$ cat config.mk
export PLATFORM = sky130hd
export DESIGN_NAME = online_host
export DESIGN_NICKNAME = d
export VERILOG_FILES = /design/src/rtl/online_pkg.sv /design/src/rtl/online_ref_model.sv /design/src/rtl/online_host.sv
export SDC_FILE = /design/constraint.sdc
export NUM_CORES = 1
export LEC_CHECK = 0
export BUFFER_PORTS_ARGS = -buffer_cell sky130_fd_sc_hd__buf_2
export CAP_MARGIN = 20
export CORE_MARGIN = 8
export CORE_UTILIZATION = 50
export DETAILED_ROUTE_END_ITERATION = 8
export PLACE_DENSITY = 0.77
export REMOVE_ABC_BUFFERS = 1
export SETUP_SLACK_MARGIN = 0.02
export SYNTH_ARGS = -nofsm -noshare
export SYNTH_HDL_FRONTEND = slang
export SYNTH_SLANG_ARGS = --single-unit
$ cat constraint.sdc
create_clock -name clk -period 3.2 [get_ports clk]
set_clock_uncertainty 0.1 [all_clocks]
set_input_delay 0.64 -clock clk [delete_from_list [all_inputs] [get_ports clk]]
set_output_delay 0.64 -clock clk [all_outputs]
set_load 0.02 [all_outputs]
$ cat src/rtl/online_pkg.sv
// -----------------------------------------------------------------------------
// online_pkg
// Shared definitions for the online_host block and its reference checker:
//   - word / result widths and counts
//   - FSM state type and state encodings
//   - res_err completion codes
//   - sx8(): sign-extends an 8-bit two's-complement part to the 18-bit width
//     used by the complex-product arithmetic
// No ports (package).
// -----------------------------------------------------------------------------
package online_pkg;

    localparam int WORD_W    = 16;
    localparam int RES_W     = 36;
    localparam int NUM_WORDS = 4;
    localparam int NUM_RES   = 3;
    localparam int HALF_W    = RES_W / 2;   // width of one real/imag component

    // FSM state type; encodings kept as plain constants.
    typedef logic [2:0] state_t;
    localparam state_t ST_IDLE = 3'd0;
    localparam state_t ST_SEND = 3'd1;
    localparam state_t ST_WAIT = 3'd2;
    localparam state_t ST_RECV = 3'd3;
    localparam state_t ST_DONE = 3'd4;

    // Completion codes reported on res_err.
    typedef logic [1:0] err_t;
    localparam err_t ERR_OK      = 2'd0;
    localparam err_t ERR_TIMEOUT = 2'd1;
    localparam err_t ERR_SHORT   = 2'd2;
    localparam err_t ERR_EARLY   = 2'd3;

    // Sign-extend an 8-bit signed component to HALF_W bits so every product
    // and sum below is evaluated at full result width.
    function automatic logic [HALF_W-1:0] sx8(input logic [7:0] v);
        return {{(HALF_W-8){v[7]}}, v};
    endfunction

endpackage

$ cat src/rtl/online_ref_model.sv
// -----------------------------------------------------------------------------
// online_ref_model
// Purely combinational expected-result generator for online_host. Given the
// latched job mode and data it produces the three 36-bit results the DUT is
// expected to return.
//   mode 0: words 0,1 = A0,A1 and words 2,3 = B0,B1, each word holding
//           real = signed [15:8], imag = signed [7:0]. Results are the
//           coefficients of conj-weighted product sum, packed {R[17:0],I[17:0]}.
//   mode 1: over all 16 nibbles -> max, min, max-min (zero-extended).
// Ports:
//   mode_i  - job mode
//   data_i  - 64-bit job data, word k at [16k+15:16k]
//   exp_o   - expected results, result k at [36k+35:36k]
// -----------------------------------------------------------------------------
module online_ref_model
    import online_pkg::*;
(
    input  logic                     mode_i,
    input  logic [NUM_WORDS*WORD_W-1:0] data_i,
    output logic [NUM_RES*RES_W-1:0] exp_o
);

    // Components, sign-extended to HALF_W so truncation never loses sign.
    logic signed [HALF_W-1:0] ar0, ai0, ar1, ai1;
    logic signed [HALF_W-1:0] br0, bi0, br1, bi1;

    assign ar0 = sx8(data_i[15:8]);
    assign ai0 = sx8(data_i[7:0]);
    assign ar1 = sx8(data_i[31:24]);
    assign ai1 = sx8(data_i[23:16]);
    assign br0 = sx8(data_i[47:40]);
    assign bi0 = sx8(data_i[39:32]);
    assign br1 = sx8(data_i[63:56]);
    assign bi1 = sx8(data_i[55:48]);

    logic signed [HALF_W-1:0] r0, r1, r2, i0, i1, i2;

    always_comb begin
        r0 = ar0 * br0 + ai0 * bi0;
        r1 = ar0 * br1 + ai0 * bi1 + ar1 * br0 + ai1 * bi0;
        r2 = ar1 * br1 + ai1 * bi1;
        i0 = ar0 * bi0 - ai0 * br0;
        i1 = ar0 * bi1 - ai0 * br1 + ar1 * bi0 - ai1 * br0;
        i2 = ar1 * bi1 - ai1 * br1;
    end

    // Nibble extremes across all 64 data bits.
    logic [3:0] nib_max;
    logic [3:0] nib_min;
    logic [3:0] nib_rng;

    always_comb begin
        nib_max = 4'h0;
        nib_min = 4'hF;
        for (int i = 0; i < 16; i++) begin
            if (data_i[4*i +: 4] > nib_max) nib_max = data_i[4*i +: 4];
            if (data_i[4*i +: 4] < nib_min) nib_min = data_i[4*i +: 4];
        end
    end

    assign nib_rng = nib_max - nib_min;

    always_comb begin
        if (mode_i) begin
            exp_o = {{(RES_W-4){1'b0}}, nib_rng,
                     {(RES_W-4){1'b0}}, nib_min,
                     {(RES_W-4){1'b0}}, nib_max};
        end else begin
            exp_o = {r2, i2, r1, i1, r0, i0};
        end
    end

endmodule

$ cat src/rtl/online_host.sv
// -----------------------------------------------------------------------------
// online_host
// Drives a 4-word job into a streaming DUT, collects its 3-word answer and
// reports completion status.
//   IDLE -> SEND (4 words) -> WAIT (first out_valid or timeout)
//        -> RECV (results 1,2) -> DONE (one-cycle res_valid) -> IDLE
// Optional build macro: ONLINE_HOST_CHECK_EN. When defined, an
// online_ref_model instance computes expected results and res_mismatch flags
// a disagreement on error-free jobs. When undefined, res_mismatch is tied 0.
// Parameters:
//   TIMEOUT       - idle cycles waited in WAIT for the first dut_out_valid
// Ports:
//   clk, rst_n    - rising-edge clock, asynchronous active-low reset
//   job_valid/job_ready/job_mode/job_data - job request handshake
//   dut_in_valid/dut_in_mode/dut_in       - stimulus to the DUT
//   dut_out_valid/dut_out                 - response from the DUT
//   res_valid     - one-cycle completion pulse
//   res_data      - captured results, result k at [36k+35:36k]
//   res_err       - 0 ok, 1 timeout, 2 short burst, 3 early output
//   res_mismatch  - checker disagreement (0 if checker not built)
// -----------------------------------------------------------------------------
module online_host
    import online_pkg::*;
#(
    parameter int TIMEOUT = 64
) (
    input  logic                         clk,
    input  logic                         rst_n,
    input  logic                         job_valid,
    output logic                         job_ready,
    input  logic                         job_mode,
    input  logic [NUM_WORDS*WORD_W-1:0]  job_data,
    output logic                         dut_in_valid,
    output logic                         dut_in_mode,
    output logic [WORD_W-1:0]            dut_in,
    input  logic                         dut_out_valid,
    input  logic [RES_W-1:0]             dut_out,
    output logic                         res_valid,
    output logic [NUM_RES*RES_W-1:0]     res_data,
    output logic [1:0]                   res_err,
    output logic                         res_mismatch
);

    // One counter serves as word index in SEND, idle counter in WAIT and
    // result index in RECV, so it must hold both 3 and TIMEOUT-1.
    localparam int CNT_W = (TIMEOUT > 4) ? $clog2(TIMEOUT) : 2;
    localparam logic [CNT_W-1:0] CNT_ONE       = CNT_W'(1);
    localparam logic [CNT_W-1:0] CNT_SEND_LAST = CNT_W'(NUM_WORDS - 1);
    localparam logic [CNT_W-1:0] CNT_WAIT_LAST = CNT_W'(TIMEOUT - 1);

    state_t                        state_q, state_d;
    logic [CNT_W-1:0]              cnt_q, cnt_d;
    logic                          mode_q, mode_d;
    logic [NUM_WORDS*WORD_W-1:0]   data_q, data_d;
    logic [NUM_RES*RES_W-1:0]      cap_q, cap_d;
    err_t                          err_q, err_d;
    logic [NUM_RES*RES_W-1:0]      res_data_q;
    err_t                          res_err_q;

    // Split the latched job into its words for the SEND mux.
    logic [WORD_W-1:0] word_w [NUM_WORDS];

    for (genvar gi = 0; gi < NUM_WORDS; gi++) begin : g_word
        assign word_w[gi] = data_q[gi*WORD_W +: WORD_W];
    end

    // -------------------------------------------------------------------------
    // Next-state logic
    // -------------------------------------------------------------------------
    always_comb begin
        state_d = state_q;
        cnt_d   = cnt_q;
        mode_d  = mode_q;
        data_d  = data_q;
        cap_d   = cap_q;
        err_d   = err_q;

        case (state_q)
            ST_IDLE: begin
                if (job_valid) begin
                    mode_d  = job_mode;
                    data_d  = job_data;
                    cap_d   = '0;
                    err_d   = ERR_OK;
                    cnt_d   = '0;
                    state_d = ST_SEND;
                end
            end

            ST_SEND: begin
                // Output before the job is fully sent is flagged but the
                // transfer still completes so the DUT sees a whole job.
                if (dut_out_valid) err_d = ERR_EARLY;
                if (cnt_q == CNT_SEND_LAST) begin
                    cnt_d   = '0;
                    state_d = ST_WAIT;
                end else begin
                    cnt_d = cnt_q + CNT_ONE;
                end
            end

            ST_WAIT: begin
                if (dut_out_valid) begin
                    cap_d[0 +: RES_W] = dut_out;
                    cnt_d             = CNT_ONE;
                    state_d           = ST_RECV;
                end else if (cnt_q == CNT_WAIT_LAST) begin
                    // An earlier early-output error takes precedence.
                    if (err_q != ERR_EARLY) err_d = ERR_TIMEOUT;
                    state_d = ST_DONE;
                end else begin
                    cnt_d = cnt_q + CNT_ONE;
                end
            end

            ST_RECV: begin
                if (dut_out_valid) begin
                    if (cnt_q == CNT_ONE) begin
                        cap_d[RES_W +: RES_W] = dut_out;
                        cnt_d                 = cnt_q + CNT_ONE;
                    end else begin
                        cap_d[2*RES_W +: RES_W] = dut_out;
                        state_d                 = ST_DONE;
                    end
                end else begin
                    if (err_q != ERR_EARLY) err_d = ERR_SHORT;
                    state_d = ST_DONE;
                end
            end

            ST_DONE: begin
                state_d = ST_IDLE;
            end

            default: begin
                state_d = ST_IDLE;
            end
        endcase
    end

    // -------------------------------------------------------------------------
    // State and working registers
    // -------------------------------------------------------------------------
    always_ff @(posedge clk or negedge rst_n) begin
        if (!rst_n) begin
            state_q <= ST_IDLE;
            cnt_q   <= '0;
            mode_q  <= 1'b0;
            data_q  <= '0;
            cap_q   <= '0;
            err_q   <= ERR_OK;
        end else begin
            state_q <= state_d;
            cnt_q   <= cnt_d;
            mode_q  <= mode_d;
            data_q  <= data_d;
            cap_q   <= cap_d;
            err_q   <= err_d;
        end
    end

    // Published results change only on entry to DONE, so they are valid
    // alongside res_valid and stay put until the next job completes.
    always_ff @(posedge clk or negedge rst_n) begin
        if (!rst_n) begin
            res_data_q <= '0;
            res_err_q  <= ERR_OK;
        end else if (state_d == ST_DONE) begin
            res_data_q <= cap_d;
            res_err_q  <= err_d;
        end
    end

`ifdef ONLINE_HOST_CHECK_EN
    logic [NUM_RES*RES_W-1:0] exp_w;
    logic                     mismatch_q;

    online_ref_model u_ref_model (
        .mode_i (mode_q),
        .data_i (data_q),
        .exp_o  (exp_w)
    );

    // Only error-free jobs are compared; a faulty transfer says nothing
    // about arithmetic correctness.
    always_ff @(posedge clk or negedge rst_n) begin
        if (!rst_n) begin
            mismatch_q <= 1'b0;
        end else if (state_d == ST_DONE) begin
            mismatch_q <= (err_d == ERR_OK) && (cap_d != exp_w);
        end
    end

    assign res_mismatch = mismatch_q;
`else
    assign res_mismatch = 1'b0;
`endif

    // -------------------------------------------------------------------------
    // Outputs
    // -------------------------------------------------------------------------
    assign job_ready    = (state_q == ST_IDLE);
    assign dut_in_valid = (state_q == ST_SEND);
    assign dut_in_mode  = (state_q == ST_SEND) && (cnt_q == '0) && mode_q;
    assign dut_in       = (state_q == ST_SEND) ? word_w[cnt_q[1:0]] : '0;
    assign res_valid    = (state_q == ST_DONE);
    assign res_data     = res_data_q;
    assign res_err      = res_err_q;

endmodule

Word level (Yosys, flattened, before mapping)
Index checks and enable logic that the tools add are counted.
{"block": "totals", "ff_bits": 294, "latchBits": 0, "ram_bits": 0, "rom_bits": 0, "input_bits": 105, "output_inout_bits": 131, "word_cells": 64, "memories": 0}
{"block": "op_classes", "add_sub_neg": 1, "mul": 0, "n_div": 0, "magnitude_cmp": 1, "n_eq_ne": 13, "shifts": 0, "muxes": 33, "n_bitwise": 1, "reduce_logical": 7}
{"operator": "72-bit one-hot mux with 2 select lines", "n": 1}
{"operator": "108-bit 2-to-1 mux", "n": 1}
{"operator": "36-bit 2-to-1 mux", "n": 3}
{"operator": "72-bit 2-to-1 mux", "n": 1}
{"operator": "36-bit one-hot mux with 2 select lines", "n": 1}
{"operator": "16-bit 2-to-1 mux", "n": 3}
{"operator": "6-bit 2-to-1 mux", "n": 6}
{"operator": "16-bit binary-select mux with 2-bit select", "n": 1}
{"operator": "6-bit one-hot mux with 4 select lines", "n": 1}
{"operator": "3-bit 2-to-1 mux", "n": 6}
{"operator": "2-bit 2-to-1 mux", "n": 7}
{"operator": "3-bit one-hot mux with 4 select lines", "n": 1}
{"operator": "2-bit inequality test, second input constant", "n": 4}
{"operator": "2-bit one-hot mux with 4 select lines", "n": 1}
{"operator": "6-bit by 1-bit adder with 6-bit output, second input constant", "n": 1}
{"operator": "3-bit by 2-bit equality test with 1-bit output, second input constant", "n": 2}
{"operator": "3-bit equality test, second input constant", "n": 2}
{"operator": "6-bit by 1-bit equality test with 1-bit output, second input constant", "n": 1}
{"operator": "6-bit by 2-bit equality test with 1-bit output, second input constant", "n": 1}
{"operator": "6-bit equality test, second input constant", "n": 1}
{"operator": "6-bit zero test", "n": 1}
{"operator": "5-bit AND reduction", "n": 1}
{"operator": "4-bit nonzero test", "n": 1}
{"operator": "3-bit by 1-bit equality test with 1-bit output, second input constant", "n": 1}
{"operator": "other kinds (6)", "n": 7}

Logic depth before layout (Yosys ltp)
{"block": "logic_depth", "depth_word": 5, "ltp_mapped": 11, "depth_no_buf": 7}

Worst setup path before layout
Ideal clock, no wire load.
{"block": "synth_path", "path_kind": "register to register", "start": "reg cnt_q[1]", "end": "reg res_data_q[43], in the netlist res_data[43]", "setup_ns": 0.125, "arrival_ns": 2.536, "t_required_ns": 2.975, "setup_slack_ns": 0.440, "stages_incl_launch_ff": 10, "n_path_buf": 3, "synth_period_minus_slack_ns": 2.760, "cell_sequence": "dfrtp_1 -> clkbuf_1 -> clkbuf_1 -> inv_1 -> ha_1 -> a311oi_1 -> nor2_2 -> inv_2 -> buf_1 -> mux2_2"}
{"block": "synth_via", "elab_chain_len": 5, "word_cells_on_any_way": 13, "classes_between": "eq/ne: 4; mux: 9"}
{"element": "start: declaration", "line": "online_host.sv:52", "source": "logic [CNT_W-1:0] cnt_q, cnt_d;"}
{"element": "start signal: assignment", "line": "online_host.sv:154", "source": "cnt_q <= cnt_d;"}
{"element": "6-bit by 1-bit equality test with 1-bit output / 6-bit equality test (equally long branches)", "line": "online_host.sv:118, online_host.sv:107"}
{"element": "3-bit 2-to-1 mux (on tied branches)", "line": "online_host.sv:118, online_host.sv:107"}
{"element": "3-bit 2-to-1 mux (on tied branches)", "line": "online_host.sv:117, online_host.sv:103"}
{"element": "3-bit one-hot mux with 4 select lines", "line": "online_host.sv:78", "source": "case (state_q)"}
{"element": "3-bit equality test", "line": "online_host.sv:168", "source": "end else if (state_d == ST_DONE) begin"}
{"element": "end signal: assignment", "line": "online_host.sv:169", "source": "res_data_q <= cap_d;"}
{"element": "end: declaration", "line": "online_host.sv:57", "source": "logic [NUM_RES*RES_W-1:0] res_data_q;"}
Parallel ways exist; a longest one is shown, timed or not.
A chain may end at the register's enable or synchronous reset.

Worst setup path in the final report
{"block": "layout_path", "start": "reg state_q[2]", "end": "out dut_in[12]"}
{"block": "layout_via", "elab_chain_len": 2}
{"element": "start: declaration", "line": "online_host.sv:51", "source": "state_t state_q, state_d;"}
{"element": "start signal: assignment", "line": "online_host.sv:153", "source": "state_q <= state_d;"}
{"element": "3-bit by 1-bit equality test with 1-bit output", "line": "online_host.sv:205", "source": "assign dut_in = (state_q == ST_SEND) ? word_w[cnt_q[1:0]] : '0;"}
{"element": "16-bit 2-to-1 mux", "line": "online_host.sv:205"}
{"element": "end: declaration", "line": "online_host.sv:35", "source": "output logic [WORD_W-1:0] dut_in,"}
No other way between the ends.

==> flow_metrics.py <==
metrics = {
    "status": {
        "status": "finished, violations left",
        "violations": "hold timing",
    },
    "power_and_ir_drop": {
        "finalPower_mw": 14.28,
        "ir_drop_mv": 0.6421,
        "power_density_nw_per_um2": 989.2,
        "p_leak_nw": 7.513,
    },
    "yosys": {
        "synth_top_area_share_pct": 62.12,
        "syn-cell-area_sq_um": 11840,
        "synth_edf_count": 0,
        "async_flop_share_pct": 100.0,
        "yosys.area.top_type": "dfrtp_1",
        "synth_compound_area_share_pct": 7.479,
        "yosys.area_share.simple_pct": 10.61,
        "synth_top_family_by_area": "multiplexers",
        "ys_ff_latch": 294,
        "synthXorXnorAreaFrac_pct": 0,
        "syn_area_per_cell_sq_um": 12.04,
        "yosys_most_used_dff": "dfrtp_1",
        "synthTopCellsByArea": "dfrtp_1, mux2_2, nand2_1",
        "synth.mux.area_fraction_pct": 15.88,
        "ys_seq_area_share_pct": 62.12,
        "synthAdderAreaFrac_pct": 0.3169,
        "ys_types": 43,
        "yosys_warnings": 0,
        "syn-instance-count": 984,
    },
    "clock_network": {
        "cts_tree": "done",
        "numCtsBuffers": 30,
        "path_clk_slew_ns": 0.06,
        "cts_buffer_depth": 3,
        "clock-sinks": 294,
        "cts_setup_buffers": 0,
        "clockRootBuffer": "clkbuf_16",
        "htree_levels": 1,
        "cts_resized": 0,
        "cts_hold_buf": 0,
        "insertion_delay_ns": 0.54,
    },
    "route": {
        "drt_iter0_drc": 630,
        "dr.pass1.iters": 4,
        "wl_met2_mm": 13.36,
        "drc_errors": 0,
        "routed_wirelength_mm": 28.79,
        "antenna_left": 0,
        "num_vias": 8194,
        "viasPerCell": 5.280,
        "top_layer": "met5",
        "routedWlPerCell_um": 18.55,
        "wl_met1_mm": 12.70,
        "dr_wl_met3_mm": 2.222,
    },
    "placement": {
        "gp_congestion": 0.7786,
        "io_buffers": 234,
        "dp_hpwl_mm": 19.18,
        "place_ws_ns": 0.5375,
    },
    "die": {
        "die_w_um": 169.9,
        "die-area_sq_um": 28870,
        "num_rows": 56,
        "core_area_sq_um": 23330,
        "io_pins": 236,
        "die_h_um": 169.9,
        "start_util_pct": 50.76,
    },
    "critical_path": {
        "endpoint_kind": "output pin",
        "critPathMaxFanout": 16,
        "startpoint_type": "register",
        "worstPathArrival_ns": 2.21,
        "setup.worst_path.class": "reg2out",
        "cp.required_ns": 2.46,
    },
    "timing": {
        "fin_crit_ns": 2.948,
        "period_share_pct": 92.12,
        "finalSetupViolations": 0,
        "drv_slew": 0,
        "hold_violations": 1,
        "finalWorstSetupSlack_ns": 0.2521,
        "relSlewSlack_pct": 53.02,
        "max_freq_mhz": 339.2,
        "rsz0062_at_grt": "no",
        "whs_ns": -0.003045,
        "fin_tns_setup_ns": 0,
        "worst_slew_pin_slew_ns": 0.7048,
    },
    "layout": {
        "synthToLayoutAreaGrowth_pct": 21.87,
        "nets": 1319,
        "num_antenna_cells": 0,
        "layout-drive-gt1-share_pct": 37.79,
    },
    "grt": {
        "grt_pass1_vias": 8766,
        "grt_max_degree": 88,
        "antenna_found_initial": 3,
        "grt-ovfl-total": 0,
        "grt_pass1_wl_mm": 47.09,
        "gr-usage-all-layers_pct": 20.06,
    },
    "hold_path": {
        "hold_path.class": "in2async",
    },
    "run": {
        "max_cap_viol_count": 0,
    },
}
-- registers in the layout (all words and copies together), names as in the netlist --
register and count:
data_q 64, cnt_q 6, res_err 2, state_q 3, mode_q 1, res_data 108
cap_q 108, err_q 2
-- cells in the final DEF (no fill, tap or decap), drive strengths merged, types with 2 or more instances in the layout --
| cell | netlist | routed |
|---|---|---|
| clkinv | 0 | 9 |
| a22o | 36 | 36 |
| nor4 | 2 | 2 |
| ha | 3 | 3 |
| clkbuf | 51 | 43 |
| nor2b | 5 | 5 |
| a31oi | 5 | 5 |
| inv | 42 | 43 |
| and3 | 18 | 18 |
| o211ai | 3 | 3 |
| nand2b | 6 | 6 |
| o2bb2ai | 2 | 2 |
| mux4 | 16 | 16 |
| nor3 | 7 | 7 |
| nand3 | 42 | 42 |
| dfrtp | 294 | 294 |
| a21oi | 3 | 3 |
| mux2 | 135 | 135 |
| o21ai | 74 | 74 |
| nand2 | 193 | 193 |
| o41ai | 2 | 2 |
| buf | 15 | 261 |
| o31ai | 2 | 2 |
| nor2 | 13 | 13 |
-- worst max-delay path: stages, from the launching register on --
cell and delay, ns:
dfrtp_1 0.56, nor2_1 0.52, buf_4 0.26, and3_1 0.17, buf_2 0.17
-- layer usage --
metal  up-vias  global-route usage (%)
met5         -                       0
met4         6                   4.691
met3        43                   5.236
met2       268                   32.10
met1      4059                   27.17
li1       3818                       -
-- area by class of cell --
| cell class | instances | area [sq um] |
|---|---|---|
| multi-input combinational | 582 | 4098 |
| timing repair buffer | 261 | 1471 |
| inverter | 42 | 160.2 |
| clock buffer | 43 | 860.8 |
| fill | 1863 | 8899 |
| sequential | 294 | 7357 |
| clock inverter | 11 | 87.58 |
| tap | 319 | 399.1 |
-- stage by stage --
| step | std cells | util [%] | area, sq um |
|---|---|---|---|
| 2_1_floorplan | 918 | - | 11580 |
| 3_3_place_gp | 1498 | 57.80 | 13490 |
| 3_5_place_dp | 1498 | 57.80 | 13490 |
| 4_1_cts | 1552 | 61.86 | 14430 |
| 5_1_grt | 1552 | 61.86 | 14430 |
| 6_report | 1552 | 61.86 | 14430 |
-- Yosys cell counts, types with 2 or more instances --
cell,instances
a21oi_1,3
a22o_1,36
a31oi_1,5
and3_1,18
buf_1,3
buf_2,11
clkbuf_1,51
dfrtp_1,294
ha_1,3
inv_1,41
mux2_2,135
mux4_2,16
nand2_1,193
nand2b_1,6
nand3_1,42
nor2_1,12
nor2b_1,5
nor3_1,7
o211ai_1,3
o21ai_0,74
o2bb2ai_1,2
o31ai_1,2
o41ai_1,2
-- power by group --
part	leakage, nW	internal, mW	switching, mW
clock	0.474	1.95	1.41
combinational	3.14	2.20	2.83
sequential	3.90	5.16	0.738
-- final timing paths --
check                             start            to  slack [ns]  depth (start not counted)
min in group clk           job_data[40]    data_q[40]        0.23                          2
max reg2reg                    cnt_q[3]      cnt_q[5]        0.51                          6
min                               rst_n     data_q[4]      -0.003                          1
max in group asynchronous         rst_n  res_data[73]        2.14                          2
max                          state_q[2]    dut_in[12]        0.25                          4
min reg2reg                   cap_q[84]     cap_q[84]        0.36                          2
-- kinds of logic (layout without fill, tap and decap cells) --
family / after synthesis / after routing
mux: 151 / 151
buf+inv: 108 / 357
simple gates: 290 / 290
flops: 294 / 294
fa+ha+maj: 3 / 3
other cells: 1 / 1
compound gates: 137 / 137
(Power assumes the default switching activity.)
